--- config.mk ---
export PLATFORM = sky130hd
export DESIGN_NAME = showcase0_result_fifo
export DESIGN_NICKNAME = d
export VERILOG_FILES = /design/src/rtl/showcase0_pkg.sv /design/src/rtl/showcase0_fifo_mem.sv /design/src/rtl/showcase0_result_fifo.sv
export SDC_FILE = /design/constraint.sdc
export NUM_CORES = 1
export LEC_CHECK = 0
export ABC_AREA = 1
export CAP_MARGIN = 15
export CELL_PAD_IN_SITES_DETAIL_PLACEMENT = 0
export CELL_PAD_IN_SITES_GLOBAL_PLACEMENT = 1
export CORE_ASPECT_RATIO = 1.2
export CORE_MARGIN = 2
export CORE_UTILIZATION = 30
export CTS_BUF_LIST = sky130_fd_sc_hd__clkbuf_8 sky130_fd_sc_hd__clkbuf_16
export DETAILED_ROUTE_END_ITERATION = 12
export PLACE_DENSITY = 0.62
export SYNTH_ARGS = -nofsm -noshare
export SYNTH_HDL_FRONTEND = slang
export SYNTH_HIERARCHICAL = 1
export SYNTH_SLANG_ARGS = --single-unit
--- constraint.sdc ---
create_clock -name clk -period 9.6 [get_ports clk]
set_input_delay 0.96 -clock clk [delete_from_list [all_inputs] [get_ports clk]]
set_output_delay 0.96 -clock clk [all_outputs]
set_load 0.1 [all_outputs]
--- src/rtl/showcase0_pkg.sv ---
// Shared record layout for Showcase0 result capture.
// Packing lives here so a future unpacker agrees on field placement.
package showcase0_pkg;

  localparam int RECORD_WIDTH = 46;
  localparam int REC_C_LSB    = 0;
  localparam int REC_CMP_LSB  = 32;
  localparam int REC_SC_LSB   = 38;

  typedef enum logic [1:0] {
    OCC_EMPTY,
    OCC_PARTIAL,
    OCC_FULL
  } occ_e;

  function automatic logic [RECORD_WIDTH-1:0] pack_record(
    input logic [31:0] c,
    input logic [5:0]  cmp,
    input logic [7:0]  sc
  );
    logic [RECORD_WIDTH-1:0] r;
    r = '0;
    r[REC_C_LSB   +: 32] = c;
    r[REC_CMP_LSB +: 6]  = cmp;
    r[REC_SC_LSB  +: 8]  = sc;
    return r;
  endfunction

endpackage

--- src/rtl/showcase0_fifo_mem.sv ---
// Record storage for the result FIFO.
// Synchronous write, asynchronous read, no reset.
module showcase0_fifo_mem
  import showcase0_pkg::*;
#(
  parameter int DEPTH = 4
) (
  input  logic                        clk,
  input  logic                        we,
  input  logic [$clog2(DEPTH)-1:0]    waddr,
  input  logic [RECORD_WIDTH-1:0]     wdata,
  input  logic [$clog2(DEPTH)-1:0]    raddr,
  output logic [RECORD_WIDTH-1:0]     rdata
);

  logic [RECORD_WIDTH-1:0] mem [DEPTH];

  always_ff @(posedge clk) begin
    if (we) mem[waddr] <= wdata;
  end

  assign rdata = mem[raddr];

endmodule

--- src/rtl/showcase0_result_fifo.sv ---
// Captures Showcase0 results into a small FIFO with drop counting.
// Samples arriving while full (and not being drained) are discarded.
module showcase0_result_fifo
  import showcase0_pkg::*;
#(
  parameter int DEPTH          = 4,
  parameter int DROP_CNT_WIDTH = 16
) (
  input  logic                      clk,
  input  logic                      rst,
  input  logic                      dataIn_vld,
  input  logic [31:0]               c,
  input  logic [5:0]                cmp,
  input  logic [7:0]                sc_signal,
  output logic [RECORD_WIDTH-1:0]   dataOut_data,
  output logic                      dataOut_vld,
  input  logic                      dataOut_rd,
  output logic [$clog2(DEPTH):0]    size,
  output logic [DROP_CNT_WIDTH-1:0] drop_cnt,
  output logic                      overflow
);

  localparam int AW = $clog2(DEPTH);
  localparam int SW = AW + 1;
  localparam logic [SW-1:0] FULL_SIZE = SW'(DEPTH);

  logic [AW-1:0]           wr_ptr;
  logic [AW-1:0]           rd_ptr;
  logic [RECORD_WIDTH-1:0] rdata;
  logic                    rd_en;
  logic                    wr_en;
  logic                    drop;
  occ_e                    occ;

  always_comb begin
    occ = OCC_PARTIAL;
    unique case (1'b1)
      (size == '0):        occ = OCC_EMPTY;
      (size == FULL_SIZE): occ = OCC_FULL;
      default:             occ = OCC_PARTIAL;
    endcase
  end

  assign dataOut_vld = (occ != OCC_EMPTY);
  assign rd_en = dataOut_vld && dataOut_rd;
  // Draining a full FIFO frees the slot in the same cycle.
  assign wr_en = dataIn_vld && ((occ != OCC_FULL) || rd_en);
  assign drop  = dataIn_vld && (occ == OCC_FULL) && !rd_en;

  showcase0_fifo_mem #(
    .DEPTH(DEPTH)
  ) u_mem (
    .clk   (clk),
    .we    (wr_en && !rst),
    .waddr (wr_ptr),
    .wdata (pack_record(c, cmp, sc_signal)),
    .raddr (rd_ptr),
    .rdata (rdata)
  );

  always_ff @(posedge clk) begin
    if (rst) begin
      wr_ptr   <= '0;
      rd_ptr   <= '0;
      size     <= '0;
      drop_cnt <= '0;
      overflow <= 1'b0;
    end else begin
      if (wr_en) wr_ptr <= wr_ptr + AW'(1);
      if (rd_en) rd_ptr <= rd_ptr + AW'(1);
      if (wr_en && !rd_en) size <= size + SW'(1);
      if (rd_en && !wr_en) size <= size - SW'(1);
      if (drop) begin
        overflow <= 1'b1;
        if (drop_cnt != '1)
          drop_cnt <= drop_cnt + DROP_CNT_WIDTH'(1);
      end
    end
  end

  assign dataOut_data = dataOut_vld ? rdata : '0;

endmodule

==> metrics.cfg <==
[pwr]
power_leakage_nw=5.11
vdd_drop_max_mv=0.194
powerDensity_nw_per_um2=234

[sta]
rsz0062_at_grt=false
relSlewSlack_pct=26.0
hold_violations=0
worstMarginPinSlew_ps=1110
slew_viol_final=0
fin_skew_ps=7.17
max_freq_mhz=210
setup_ws_ps=4840
fin_crit_sh_pct=49.6
min_period_ps=4760
setup_viol=0
fin_tns_setup_ps=0

[setup_path]
cp-startpoint=rd_ptr[0]
worstPathArrival_ps=3800
startpoint_type=register
r2r_start=size[1]
crit_path_max_fanout=96
worst_setup_path_end_kind=output pin
path_class=reg -> out
crit_required_ps=8640

[yosys]
syn-instance-count=1034
synthesis.nets=1086
synthArstFlopShare_pct=0
yosysTopAreaCellShare_pct=58.0
synth_ff_type=edfxtp_1
ys_ff_latch=208
synthesis.area_um2=9530
ys_warn_count=6
synth_area_leaders=edfxtp_1 (58%), nand2_1 (12%), inv_1 (10%)
synth_edf_count=184
yosys.area.top_type=edfxtp_1
yosysSeqAreaShare_pct=63.0
yosysUniqueCellTypes=30
avgSynthCellArea_um2=9.22

[floorplanning]
dieArea_um2=33200
die_h_um=199
io_pins=117
start_util_pct=30.4
core_um2=31400
die_w_um=167
num_rows=71

[finish]
drive_gt1_share_pct=5.78
antenna_cells=0
layout_common_cells=nand2_1 (293), inv_1 (259), edfxtp_1 (184), clkdlybuf4s50_1 (116), nand3_1 (104)
syn2layout_area_growth_pct=22.8
fillerInstances=3190
fin_util_pct=37.3
nNetsFinal=1198
layout_commonest_cell=nand2_1

[cts]
clk_pin_slew_worst_paths_ps=60
cts_sinks=208
cts_setup_buffers=0
cts_root_buffer=clkbuf_16
cts_buffer_depth=3
cts_resized=0
numCtsBuffers=23
h-tree-depth=1
tritoncts=done
holdBufCountCts=0
clock_latency_ps=490

[grt]
grt_max_degree=97
grt.total_usage_pct=13.2
grt_pass1_wl_mm=34.3
antenna_found_initial=2
gr-total-overflow=0
met1_usage_pct=15.5
grt_pass1_vias=6318
use_met2_pct=24.5
met3_usage_pct=2.83
grt.busiest_layer=met2

[routing]
remaining_drc_errors=0
wl_per_cell_um=14.0
vias_per_cell=4.19
drt_pass1_iterations=6
antenna_left=0
drtIter0Drc=270
wl_mm=21.8
vias=6536

[place]
globalplace.congestion=0.748
dp_slack_ps=5240
dp_hpwl_mm=12.3
io_buffers=116

[status]
status=completed

[hold_path]
hold_start=overflow
holdCritPathClass=reg -> reg

[run]
maxCapViolCount=0

==> metrics by stage <==
| stage | hold WS, ps | cells | power [mW] | cell area (um2) |
|---|---|---|---|---|
| floorplan | 460 | 1034 | 1.77 | 9530 |
| CTS | 483 | 1560 | 2.78 | 11700 |
| global placement | 457 | 1522 | 1.99 | 11000 |
| detailed placement | 463 | 1522 | 1.99 | 11000 |
| finish | 476 | 1560 | 2.73 | 11700 |
| global route | 503 | 1560 | 2.86 | 11700 |
==> critical path, cell delays in order (launching register included) <==
cell	delay, ps
dfxtp_4	1050
inv_2	30
buf_4	440
nand2_1	160
nand3_1	80
nand2_1	120
inv_1	40
nor2_1	160
clkdlybuf4s50_1	1170
==> worst paths after layout <==
check / slack, ps / endpoint / cells after the start
max: 4840 / dataOut_data[4] / 8
min: 480 / overflow / 1
max reg2reg: 7610 / u_mem/mem[3][22] / 7
min reg2reg: 480 / overflow / 1
==> state kept, by name, indices dropped and copies added, names as in the netlist <==
signal     cells
drop_cnt      16
overflow       1
rd_ptr         2
size           3
u_mem/mem    184
wr_ptr         2
==> kinds of logic after synthesis <==
kind of cell / Yosys count / share of synthesized area [%]
xor gates and xnor gates: 4 / 0.368
adders and majority gates: 2 / 0.341
DFF: 208 / 63.0
buffers and inverters: 294 / 12.6
and+or+nand+nor: 497 / 21.8
AOI/OAI and AO/OA: 29 / 1.86
==> synth_stat cells (6+ instances only) <==
cell      count
buf_2        15
buf_6         8
dfxtp_1      24
nand2_1     293
buf_1         7
a21oi_1       9
inv_1       253
o21ai_0      11
nor2_1       75
a21oi_2       8
nand3_1     104
nor3_1        6
edfxtp_1    184
==> metal layers <==
layer,up-vias,part of all wire [%],routed length [um]
met2,109,50,10900
met1,2996,43,9400
met5,-,0.15,33
met3,27,4.9,1060
met4,4,1.7,371
li1,3400,-,-
==> power by group <==
part	switching [mW]	internal [mW]
clock network	0.332	0.446
registers	0.0329	1.01
logic	0.713	0.197
total	1.08	1.66
==> layout make-up <==
type	instances	area [um2]	share of cell area, %
Clock inverter	13	58.8	0.503
Timing Repair Buffer	123	1210	10.4
Clock buffer	25	603	5.15
Tap cell	401	502	4.29
Multi-Input combinational cell	532	2340	20.0
Sequential cell	208	6010	51.4
Inverter	258	968	8.28
Note: power is estimated with default switching activity, not from simulation.
